==> config.mk <==
export PLATFORM = sky130hd
export DESIGN_NAME = syllable_serializer
export DESIGN_NICKNAME = d
export VERILOG_FILES = /design/src/rtl/syllable_serializer.sv
export SDC_FILE = /design/constraint.sdc
export NUM_CORES = 1
export LEC_CHECK = 0
export CAP_MARGIN = 40
export CORE_UTILIZATION = 45
export CTS_BUF_LIST = sky130_fd_sc_hd__clkbuf_4 sky130_fd_sc_hd__clkbuf_8 sky130_fd_sc_hd__clkbuf_16
export CTS_CLUSTER_DIAMETER = 80
export DETAILED_ROUTE_END_ITERATION = 7
export DONT_BUFFER_PORTS = 1
export GPL_TIMING_DRIVEN = 0
export SYNTH_ARGS = -nofsm -noshare
export SYNTH_HDL_FRONTEND = slang
export SYNTH_SLANG_ARGS = --single-unit
==> constraint.sdc <==
create_clock -name clk -period 3.65 [get_ports clk]
set_clock_uncertainty 0.2 [all_clocks]
set_input_delay 0.73 -clock clk [delete_from_list [all_inputs] [get_ports clk]]
set_output_delay 0.73 -clock clk [all_outputs]
set_load 0.005 [all_outputs]
==> src/rtl/syllable_serializer.sv <==
// syllable_serializer
//
// Bit-serial output stage that sits directly after the core memory. A load
// pulse captures one 14-bit syllable from the sense amplifiers (13 data bits
// plus an odd-parity bit). The data bits are then shifted out LSB first, one
// bit per bit-time enable, towards the serial arithmetic section. A parallel
// copy of the data and a parity-error flag remain available for the
// error-detection logic until the next load.
//
// Optional feature macro: SYLLABLE_PARITY_CHECK_EN
//   defined   : odd parity over all 14 bits is checked and PERR is registered.
//   undefined : no parity logic; PERR is tied low and MmSA14 is ignored.
//
// Ports:
//   clk            system clock, all state changes on the rising edge
//   reset          synchronous, active-high reset
//   MmSA1..MmSA13  sense-amp data bits (MmSA1 is the LSB)
//   MmSA14         sense-amp parity bit
//   LOADV          one-cycle load request, samples MmSA1..MmSA14
//   BITEN          bit-time enable, advances the serializer by one bit
//   SDATA          current serial data bit (0 when idle)
//   BUSY           high while unshifted bits remain
//   DONE           one-cycle pulse after the 13th bit is consumed
//   PDATA          parallel copy of the captured data bits
//   PERR           parity error for the captured syllable

module syllable_serializer #(
    parameter int DATA_BITS = 13
) (
    input  logic                 clk,
    input  logic                 reset,
    input  logic                 MmSA1,
    input  logic                 MmSA2,
    input  logic                 MmSA3,
    input  logic                 MmSA4,
    input  logic                 MmSA5,
    input  logic                 MmSA6,
    input  logic                 MmSA7,
    input  logic                 MmSA8,
    input  logic                 MmSA9,
    input  logic                 MmSA10,
    input  logic                 MmSA11,
    input  logic                 MmSA12,
    input  logic                 MmSA13,
    input  logic                 MmSA14,
    input  logic                 LOADV,
    input  logic                 BITEN,
    output logic                 SDATA,
    output logic                 BUSY,
    output logic                 DONE,
    output logic [DATA_BITS-1:0] PDATA,
    output logic                 PERR
);

    typedef enum logic {
        IDLE  = 1'b0,
        SHIFT = 1'b1
    } state_t;

    localparam logic [3:0] LAST_BIT = 4'(DATA_BITS - 1);

    state_t               state_q, state_d;
    logic [DATA_BITS-1:0] shift_q, shift_d;
    logic [DATA_BITS-1:0] pdata_q, pdata_d;
    logic [3:0]           count_q, count_d;
    logic                 done_q,  done_d;
    logic [DATA_BITS-1:0] captured;

    assign captured = {MmSA13, MmSA12, MmSA11, MmSA10, MmSA9, MmSA8, MmSA7,
                       MmSA6, MmSA5, MmSA4, MmSA3, MmSA2, MmSA1};

    always_ff @(posedge clk) begin
        if (reset) begin
            state_q <= IDLE;
            shift_q <= '0;
            pdata_q <= '0;
            count_q <= '0;
            done_q  <= 1'b0;
        end else begin
            state_q <= state_d;
            shift_q <= shift_d;
            pdata_q <= pdata_d;
            count_q <= count_d;
            done_q  <= done_d;
        end
    end

    // A load always wins over a coincident bit enable, so a load landing on
    // the terminal bit restarts the syllable and swallows that DONE. The
    // terminal test uses >= so a corrupted counter still falls back to IDLE.
    always_comb begin
        state_d = state_q;
        shift_d = shift_q;
        pdata_d = pdata_q;
        count_d = count_q;
        done_d  = 1'b0;

        if (LOADV) begin
            state_d = SHIFT;
            shift_d = captured;
            pdata_d = captured;
            count_d = '0;
        end else if (state_q == SHIFT && BITEN) begin
            shift_d = {1'b0, shift_q[DATA_BITS-1:1]};
            if (count_q >= LAST_BIT) begin
                state_d = IDLE;
                count_d = '0;
                done_d  = 1'b1;
            end else begin
                count_d = count_q + 4'd1;
            end
        end
    end

    // The register is zero-filled from the top, so after the 13th shift (and
    // after reset) bit 0 is already 0; SDATA can come straight off the flop.
    assign SDATA = shift_q[0];
    assign BUSY  = (state_q == SHIFT);
    assign DONE  = done_q;
    assign PDATA = pdata_q;

`ifdef SYLLABLE_PARITY_CHECK_EN
    logic parity_err;
    logic perr_q;

    // Odd parity: the XOR of all 14 bits must be 1. An all-zero syllable
    // (memory blanked during its strobe) therefore always flags an error.
    assign parity_err = ~(^{MmSA14, captured});

    always_ff @(posedge clk) begin
        if (reset) begin
            perr_q <= 1'b0;
        end else if (LOADV) begin
            perr_q <= parity_err;
        end
    end

    assign PERR = perr_q;
`else
    logic unused_parity_bit;

    assign unused_parity_bit = MmSA14;
    assign PERR              = 1'b0;
`endif

endmodule

==> results by group, run 1 <==
Outcome
  • Outcome: finished clean

Yosys
  • Syn. warnings: 0
  • Synth top area share: 49.85%
  • Mean Syn Cell Area: 9.809 um^2
  • Mapped cell area: 0.001285 mm^2
  • Synth area leaders: dfxtp_1, mux2i_1, nor2_1, a211oi_1, a21oi_1
  • FF+latch count, synth: 32
  • Count of cell types in the netlist: 24
  • Syn nets: 150
  • Synth area leader: dfxtp_1
  • Sequential fraction of the synthesis area: 49.85%
  • Mapped Cells: 131

CTS
  • Clk_lat worst skew: 0.32 ns
  • Root buffer cell: clkbuf_4
  • H-tree levels: 2
  • PostCTS Resize Cnt: 0
  • Clock Sinks: 32
  • # Post-CTS Setup Buffers: 0
  • CTS max path bufs: 2
  • Clock tree from TritonCTS: done
  • TritonCTS buffer count: 5
  • Clock-pin slew on the worst setup and hold paths: 0.09 ns
  • Cts hold-fix bufs: 0

Layout
  • Post-layout util: 50.85%
  • Fraction of layout cells with a size suffix above 1: 12.95%
  • Post-layout instance area: 0.001390 mm^2
  • Antenna cells: 0
  • Non-Filler Instances: 170
  • Area grow syn2layout: 8.179%
  • Final net count: 157

Timing
  • # setup viols final: 0
  • Fin crit share: 46.78%
  • Fin. max-slew vios: 0
  • Setup TNS: 0 ns
  • Fin crit period: 1.708 ns
  • Unrepaired setup endpoints after global routing: false
  • Final Hold Viols: 0
  • FMAX: 585.6 MHz

Global route
  • Most used routing layer: met2
  • Number of global-route vias before repair: 939
  • Met2 Use GR: 27.54%
  • Largest net degree at the start of global routing: 11
  • Tot GR Track Use: 18.30%
  • Met3 Use GR: 6.792%
  • Initial antenna violation count: 0
  • First-pass GRT wire length: 4257 um
  • GRT Residual Overflow: 0
  • GR Util met1: 21.28%

Detailed routing
  • Final antenna-violating net count: 0
  • Routed vias/inst: 5.488
  • Via count: 933
  • Starting DRT DRC Count: 24
  • Total Wirelength: 2446 um
  • WL/cell: 14.39 um
  • First drt pass iteration count: 4
  • Drt drc: 0

Critical path
  • Startpoint type of the worst setup path: flop
  • WP data required: 2.72 ns
  • Top fanout value on the critical path: 7
  • Crit path kind: reg -> out
  • R2R Setup Slk: 2.19 ns
  • Critical path arrival: 0.78 ns
  • Crit. End Element: output port

Placement
  • Final HPWL DP: 1748 um
  • Area after DPL: 0.001324 mm^2
  • Port bufs: 0
  • Placed cells: 162
  • Placer Congestion: 0.7547

Power
  • Sw Ratio: 23.93%
  • Comb power frac: 9.5%
  • Sequential Power Share: 57.3%
  • Final Total Pwr: 0.6705 mW
  • Clock power share: 33.1%
  • NetSw: 0.1604 mW
  • Peak VDD IR: 0.3282 mV
  • Pleak: 0.5879 nW
  • P_int: 0.5101 mW
  • Pwr/cell area: 482.4 mW/mm^2

Floorplan
  • Row count: 19
  • Starting Density: 47.00%
  • Die W: 55.44 um
  • Die Ht: 55.44 um
  • Die area: 0.003073 mm^2
  • Io pins: 35
  • Placeable core area: 0.002734 mm^2

Job
  • Number of max-cap violations: 0

Worst hold path
  • Min-delay worst type: reg -> reg
[layout by cell type, fill, tap and decap left out, types with 2 or more instances in the layout]
cell and count:
clkbuf_4 7, a211oi_1 12, nor2_1 26, clkbuf_1 2
buf_2 3, nand3_1 2, mux2i_1 24, dfxtp_1 32
a21oi_1 6, nand2_1 7, buf_4 3
[registers in the layout, indices dropped and copies added, names as in the netlist]
name / count
count_q: 4
BUSY: 1
PDATA: 13
DONE: 1
shift_q: 13
[synth_stat cells, drive strengths merged]
master,instances
o21ai,1
clkbuf,2
conb,1
ha,1
a21oi,7
nand4,1
or2,1
nand3b,1
or3,1
a21o,1
nand2,7
nand2b,1
nand3,2
or3b,1
nand4b,1
a211oi,12
dfxtp,32
nor2,26
buf,7
mux2i,24
nor3,1
[power groups by stage]
stage                     clock [mW]  combinational, mW  sequential, mW
after global placement             0             0.0632           0.392
after detailed placement           0             0.0645           0.393
after CTS                      0.234             0.0646           0.385
after global routing           0.244             0.0722           0.388
final                          0.222             0.0640           0.384
after floorplan                    0             0.0544           0.389
[path summary, 6_finish.rpt]
check | start | endpoint | cells past startpoint
worst min register to register | count_q[1] | count_q[1] | 2
worst min-delay path | count_q[1] | count_q[1] | 2
worst max-delay path | BUSY | BUSY | 0
worst max register to register | BUSY | count_q[0] | 3
[cells by family after synthesis]
group / synth area share, %
muxes: 18.70
buffers and inverters: 4.381
AOI/OAI and AO/OA: 11.10
DFF: 49.85
adders and majority gates: 0.9736
and+or+nand+nor: 14.70
other: 0.2918
[per-stage QoR]
step                hold WS [ns]  worst slack, ns
global placement          0.2587            1.872
finish                    0.2803            1.942
CTS                       0.2834            1.916
detailed placement        0.2697            1.831
global route              0.3173            1.892
floorplan                 0.2484            2.003
[per-layer routing]
metal | part of all wire [%] | vias to the layer above
met5 | 0 | -
li1 | - | 469
met2 | 45 | 27
met3 | 6.9 | 4
met4 | 1.7 | 0
met1 | 46 | 433
[final cells by class]
class | instances | area (um^2)
Fill cell | 269 | 1344
Sequential cell | 32 | 640.6
Multi-Input combinational cell | 90 | 588.1
Clock buffer | 8 | 66.31
Buffer | 9 | 56.30
Tap cell | 31 | 38.79
(Power assumes the default switching activity.)
==> inputs of run 2 (changes only) <==
Clock period 3.65 ns to 1.75 ns, I/O delays scaled along.
==> run 2 against run 1 <==
Non-clock buffer count rose by 14. Worst hold slack worse by 0.23 ns. Register-to-register slack worse by 1.9 ns. First-iteration DRC count is 21% higher. Clock power rose by 110%. Routed wire length grew 6.1%.
==> results by group, run 2 (synthesis results as in run 1) <==
Outcome
  • Outcome: finished clean

Timing
  • Setup TNS: 0 ns
  • # setup viols final: 0
  • Fin crit period: 1.447 ns
  • Unrepaired setup endpoints after global routing: false
  • Fin crit share: 82.69%
  • FMAX: 691.0 MHz
  • Fin. max-slew vios: 0
  • Final Hold Viols: 0

CTS
  • Clock tree from TritonCTS: done
  • TritonCTS buffer count: 5
  • PostCTS Resize Cnt: 0
  • Clock Sinks: 32
  • Clk_lat worst skew: 0.32 ns
  • H-tree levels: 2
  • Root buffer cell: clkbuf_4
  • Clock-pin slew on the worst setup and hold paths: 0.09 ns
  • CTS max path bufs: 2

Placement
  • Area after DPL: 0.001324 mm^2
  • Placer Congestion: 0.7547
  • Port bufs: 0
  • Final HPWL DP: 1748 um

Floorplan
  • Die Ht: 55.44 um
  • Starting Density: 47.00%
  • Row count: 19
  • Die area: 0.003073 mm^2
  • Placeable core area: 0.002734 mm^2
  • Io pins: 35
  • Die W: 55.44 um

Job
  • Number of max-cap violations: 0

Critical path
  • Top fanout value on the critical path: 7
  • Startpoint type of the worst setup path: flop
  • Crit. End Element: flop
  • Critical path arrival: 1.51 ns
  • WP data required: 1.81 ns
  • Crit path kind: reg -> reg

Layout
  • Most frequent cells in the layout: dfxtp_1, nor2_1, mux2i_1
  • Antenna cells: 0
  • Area grow syn2layout: 19.08%
  • Commonest non-fill, non-tap cell in the layout: dfxtp_1
  • Post-layout instance area: 0.001530 mm^2
  • Final net count: 171
  • Fraction of layout cells with a size suffix above 1: 11.76%

Detailed routing
  • Final antenna-violating net count: 0
  • Routed vias/inst: 5.462
  • Via count: 1,005
  • Total Wirelength: 2595 um
  • Drt drc: 0
  • First drt pass iteration count: 4
  • Starting DRT DRC Count: 29
  • WL/cell: 14.10 um

Global route
  • First-pass GRT wire length: 4512 um
  • Largest net degree at the start of global routing: 11
  • Number of global-route vias before repair: 1,009
  • Initial antenna violation count: 0
  • Tot GR Track Use: 19.35%
  • GRT Residual Overflow: 0

Power
  • Pwr/cell area: 932.7 mW/mm^2
  • Peak VDD IR: 0.6883 mV
  • Final Total Pwr: 1.427 mW
  • Pleak: 0.6463 nW

Worst hold path
  • Min-delay worst type: in -> reg
[run 2: cell count changes in the layout (fill, tap and decap cells not counted)]
cell           previous run  this run
dlygate4sd3_1             0        14
[run 2: metal layers]
metal	routed length (um)	global-route usage [%]	part of all wire, %	vias up
li1	-	-	-	498
met1	1167	21.76	45	472
met2	1210	30.29	47	31
met3	176	7.260	6.8	4
met4	41	13.21	1.6	0
met5	0	0	0	-
[run 2: path summary, 6_finish.rpt]
path                   start         end  slack, ns  depth (start not counted)
setup / recovery        BUSY  count_q[0]       0.30                          3
hold / removal         BITEN        BUSY       0.05                          3
hold reg to reg   count_q[1]  count_q[1]       0.28                          2
setup reg to reg        BUSY  count_q[0]       0.30                          3
[run 2: layout make-up]
| type | count | area, um^2 |
|---|---|---|
| plain buffers | 9 | 56.30 |
| clock buffers | 8 | 66.31 |
| fillers | 266 | 1204 |
| multi-input cells | 90 | 588.1 |
| flip-flops and latches | 32 | 640.6 |
| well taps | 31 | 38.79 |
| repair buffers | 14 | 140.1 |
[run 2: power breakdown]
group          switching, mW  internal (mW)  leakage (nW)
logic                 0.0767         0.0826         0.343
clock network          0.237          0.229        0.0394
registers             0.0291          0.773         0.264
[run 2: through the flow]
stage / util, % / hold WS [ns] / setup WS, ns / std cells
5_1_grt: 55.97 / 0.04815 / 0.2171 / 184
2_1_floorplan: - / 0.2484 / 0.4674 / 131
6_report: 55.97 / 0.04747 / 0.3029 / 184
3_3_place_gp: 48.42 / 0.2587 / 0.3523 / 162
4_1_cts: 55.97 / 0.02961 / 0.3020 / 184
3_5_place_dp: 48.42 / 0.2697 / 0.3112 / 162
[run 2: critical path, cell delays in order, from the launching register on]
cell and delay (ns):
dfxtp_1 0.46, nand2_1 0.19, or3b_1 0.41, a21oi_2 0.13
[run 2: timing repair]
action	4_1_cts	5_1_grt
setup endpoints to repair	0	0
endpoints found under the hold margin	15	0
setup buffers	0	0
hold buffers	14	0
==> inputs of run 3 (changes only) <==
Clock period 1.75 ns to 1.2 ns, I/O delays scaled along.
==> run 3 against run 2 <==
Combinational power grew 88%. Critical endpoint is now shift_q[0]. Sequential cell count stayed put. Clock power increased by 46%. Count of clock-buffer cells in the layout unchanged. Sequential power grew 47%. The run now ends with hold timing, setup timing left. Worst setup slack worse by 0.37 ns. Sequential share of layout area shrank 2.9 points.
==> results by group, run 3 (synthesis results as in run 1) <==
Layout
  • Area grow syn2layout: 29.50%
  • Final net count: 171
  • Layout fillers: 233
  • Commonest non-fill, non-tap cell in the layout: dfxtp_1
  • Most frequent cells in the layout: dfxtp_1, mux2i_1, nor2_1
  • Fraction of layout cells with a size suffix above 1: 30.07%
  • Antenna cells: 0

Global route
  • Number of global-route vias before repair: 1,033
  • Initial antenna violation count: 0
  • Largest net degree at the start of global routing: 11
  • GRT Residual Overflow: 0
  • First-pass GRT wire length: 4457 um
  • Tot GR Track Use: 18.90%

Outcome
  • Failing checks: hold timing, setup timing
  • Outcome: finished with violations

Floorplan
  • Die area: 0.003073 mm^2
  • Io pins: 35
  • Die Ht: 55.44 um
  • Die W: 55.44 um
  • Placeable core area: 0.002734 mm^2
  • Starting Density: 47.00%
  • Row count: 19

CTS
  • Clock-pin slew on the worst setup and hold paths: 0.09 ns
  • CTS max path bufs: 2
  • Cts hold-fix bufs: 13
  • Clock tree from TritonCTS: done
  • H-tree levels: 2
  • Clock Sinks: 32
  • TritonCTS buffer count: 5
  • Clk_lat worst skew: 0.32 ns
  • Root buffer cell: clkbuf_4

Detailed routing
  • Final antenna-violating net count: 0
  • Routed vias/inst: 5.429
  • Starting DRT DRC Count: 53
  • First drt pass iteration count: 4
  • WL/cell: 14.97 um
  • Via count: 999
  • Drt drc: 0
  • Total Wirelength: 2755 um

Timing
  • Worst-Margin Slew: 0.5265 ns
  • Fin. max-slew vios: 0
  • FMAX: 786.8 MHz
  • Fin crit share: 105.9%
  • Unrepaired setup endpoints after global routing: true
  • Fin Hold WS: -0.1192 ns
  • Fin crit period: 1.271 ns
  • Setup TNS: -0.6907 ns
  • Slew margin rel.: 64.90%
  • # setup viols final: 14
  • Worst setup margin: -0.07103 ns
  • Final Hold Viols: 7

Placement
  • Final HPWL DP: 1768 um
  • Port bufs: 0
  • Placer Congestion: 0.7335

Critical path
  • Critical Path End: shift_q[0]
  • Crit path kind: reg -> reg
  • Reg2reg end: shift_q[0]
  • Critical path arrival: 1.28 ns
  • Worst setup path start: BUSY
  • Reg2Reg Launch Point: BUSY
  • Top fanout value on the critical path: 10
  • Startpoint type of the worst setup path: flop
  • R2R Setup Slk: -0.07 ns
  • R2R cell count: 4
  • Crit. End Element: flop
  • WP data required: 1.21 ns

Power
  • Peak VDD IR: 1.117 mV
  • Pleak: 0.6763 nW
  • Pwr/cell area: 1297 mW/mm^2

Worst hold path
  • Hold path depth: 2
  • Min-delay worst type: in -> reg

Job
  • Number of max-cap violations: 0
==> run 3: cell count changes in the layout (fill, tap and decap cells not counted), sizes merged <==
| cell | change |
|---|---|
| buf | +1 |
| dlygate4sd3 | -1 |
==> run 3: how the worst min path moves through the flow <==
stage / from / to
CTS: BITEN / count_q[1]
floorplan: MmSA11 / PDATA[10]
global placement: MmSA12 / PDATA[11]
global route: BITEN / count_q[1]
detailed placement: MmSA2 / PDATA[1]
finish: BITEN / count_q[1]
==> run 3: what timing repair did <==
| item | in CTS | in global routing |
|---|---|---|
| endpoints found under the hold margin | 32 | 7 |
| gates cloned | 0 | 0 |
| resized for setup | 17 | 20 |
| buffers inserted | 1 | 0 |
| pin swaps | 0 | 3 |
| endpoints found under the setup margin | 14 | 16 |
==> run 3: per-layer routing <==
metal  GRT usage, %  part of all wire [%]  vias to the layer above
li1               -                     -                      498
met1          21.58                    44                      471
met2          29.78                    49                       25
met3          8.899                   6.1                        5
met4          8.929                   1.5                        0
met5              0                     0                        -
==> run 3: power breakdown <==
part           internal [mW]  switching [mW]  total (mW)  leakage, nW
sequential              1.13          0.0523        1.18        0.266
combinational          0.152           0.146       0.299        0.371
clock                  0.334           0.346       0.681       0.0394
total                   1.61           0.545        2.16        0.676
==> run 3: per-stage QoR <==
step	utilization, %	setup slack [ns]	area (um^2)	total power [mW]	cells
2_1_floorplan	-	0.01595	1289	1.350	131
6_report	60.87	-0.07103	1664	2.158	184
3_5_place_dp	48.56	-0.1226	1328	1.392	162
5_1_grt	60.87	-0.1078	1664	2.267	184
4_1_cts	58.40	-0.04780	1597	2.150	184
3_3_place_gp	48.56	-0.09380	1328	1.386	162
==> run 3: worst max-delay path: stages (launching register included) <==
cell      delay (ns)
dfxtp_4         0.39
a21o_4          0.25
buf_12          0.15
nor2_2          0.10
a211oi_2        0.06
==> run 3: layout make-up <==
type	count	area, um^2	share of cell area [%]
buffer	9	75.07	4.511
clock buffer	8	66.31	3.985
multi-input combinational	90	698.2	41.95
sequential	32	648.1	38.95
tap	31	38.79	2.331
timing repair buffer	14	137.6	8.271
==> variant: new RTL, settings of run 2 <==
Add a define of `SYLLABLE_PARITY_CHECK_EN`.
--- a/src/rtl/syllable_serializer.sv
+++ b/src/rtl/syllable_serializer.sv
@@ -25,2 +25,4 @@
 //   PERR           parity error for the captured syllable
+
+`define SYLLABLE_PARITY_CHECK_EN
 
Behaviour: not the same (Yosys sat finds a counterexample within 4 cycles, from zero or initial values and one cycle with reset high).
==> variant against run 2 <==
Area after synthesis up 11%; power up 4.5%; wire length up 14%; setup slack worse by 0.13 ns; fmax down 8.5%; sequential cell count up 1; non-clock buffer count unchanged; final area up 9.6%; count of clock-buffer cells in the layout down 1; via count up 13%; largest power group unchanged; highest routed layer unchanged.
==> variant: results (changes against run 2) <==
min_to: "PDATA[0]"  # was BUSY
wl_microns: 2962  # was 2595 microns
antenna_found_initial: 0  # unchanged
hpwl_microns: 2077  # was 1748 microns
synth_top_area_share_pct: 46.40  # was 49.85%
fin_nets: 195  # was 171
drtPass1Iterations: 4  # unchanged
gp_congestion: 0.7407  # was 0.7547
placed_area_sq_um: 1479  # was 1324 sq um
synthDistinctLibCells: 22  # was 24
cts-root-buf: "clkbuf_4"  # unchanged
grt_max_degree: 11  # unchanged
worstRegToRegCells: 5  # was 3
areaGrowthSynthToFinish_pct: 17.84  # was 19.08%
path_max_fanout: 10  # was 7
holdWs_ns: 0.01045  # was 0.04747 ns
status: "complete, no violations"  # unchanged
hold_class: "in -> reg"  # unchanged
initialDrtViolationCount: 31  # was 29
relSlewSlack_pct: 67.87
grt_pass1_vias: 1100  # was 1,009
drive_above_1_share_pct: 5.682  # was 11.76%
grt_pass1_wl_microns: 4836  # was 4512 microns
synth.area.top_cells: "dfxtp_1 46%, mux2i_1 9.1%, nand2b_1 6.6%"  # was dfxtp_1 50%, mux2i_1 19%, nor2_1 7.6%
ys_seq_area_share_pct: 46.40  # was 49.85%
viasPerCell: 5.173  # was 5.462
post_cts_buffers: 0  # unchanged
synth_common_cells: "33 x dfxtp_1, 18 x a21oi_1, 17 x nor2_1, 15 x nand2_1, 15 x nand2b_1"  # was 32 x dfxtp_1, 26 x nor2_1, 24 x mux2i_1, 12 x a211oi_1, 7 x nand2_1
nFillCells: 286  # was 266
leakagePower_uw: 0.0006777  # was 0.0006463 uW
cp.arrival_ns: 1.60  # was 1.51 ns
ys_warn_count: 0  # unchanged
min_path_cells: 2  # was 3
cts_resized: 0  # unchanged
grt_use_total_pct: 19.54  # was 19.35%
reg2reg_slack_ns: 0.17  # was 0.30 ns
synth_nets: 174  # was 150
min_from: "MmSA1"  # was BITEN
reg2reg_to: "shift_q[1]"  # was count_q[0]
peakVddDrop_mv: 0.3757  # was 0.6883 mV
-- variant: worst max-delay path: stages, from the launching register on --
cell and delay (ns):
dfxtp_1 0.37, nand2_2 0.23, buf_2 0.29, mux2i_1 0.21
o21a_1 0.12, nor2_1 0.03
-- variant: kinds of logic after synthesis --
group / Yosys count / share of synthesized area, %
buf+inv: 9 / 2.460
xor+xnor: 11 / 8.700
mux: 13 / 9.139
simple gates: 55 / 18.45
fa+ha+maj: 1 / 0.8786
flops: 33 / 46.40
compound gates: 33 / 13.97
-- variant: per-stage QoR --
stage	instances	worst slack, ns
6_report	220	0.1681
5_1_grt	220	0.04847
4_1_cts	220	0.1491
3_5_place_dp	199	0.03061
3_3_place_gp	199	0.05602
2_1_floorplan	155	0.1401
-- variant: layout make-up --
type	instances	area share (%)
multi-input combinational	113	43.40
sequential	33	39.37
timing repair buffer	14	8.352
clock buffer	7	3.505
tap	44	3.281
buffer	9	2.088
-- variant: layer usage --
layer	global-route usage [%]	up-vias	share of wire, %
li1	-	562	-
met1	22.92	539	43
met2	32.35	28	49
met3	5.580	9	5.6
met4	10.20	0	2.3
met5	0	-	0
-- variant: how the worst max path moves through the flow --
stage | start | end | slack (ns) | cells after the start
finish | BUSY | shift_q[1] | 0.17 | 5
global route | BUSY | shift_q[0] | 0.05 | 5
CTS | BUSY | shift_q[2] | 0.15 | 5
detailed placement | MmSA4 | PERR | 0.03 | 4
global placement | MmSA4 | PERR | 0.06 | 4
floorplan | MmSA6 | PERR | 0.14 | 4
-- variant: report_power, final --
part / switching [uW] / leakage (uW) / internal (uW)
Sequential: 30.4 / 0.000271 / 793
Clock: 239 / 0.0000348 / 205
Combinational: 94.1 / 0.000372 / 130
Total: 364 / 0.000678 / 1130
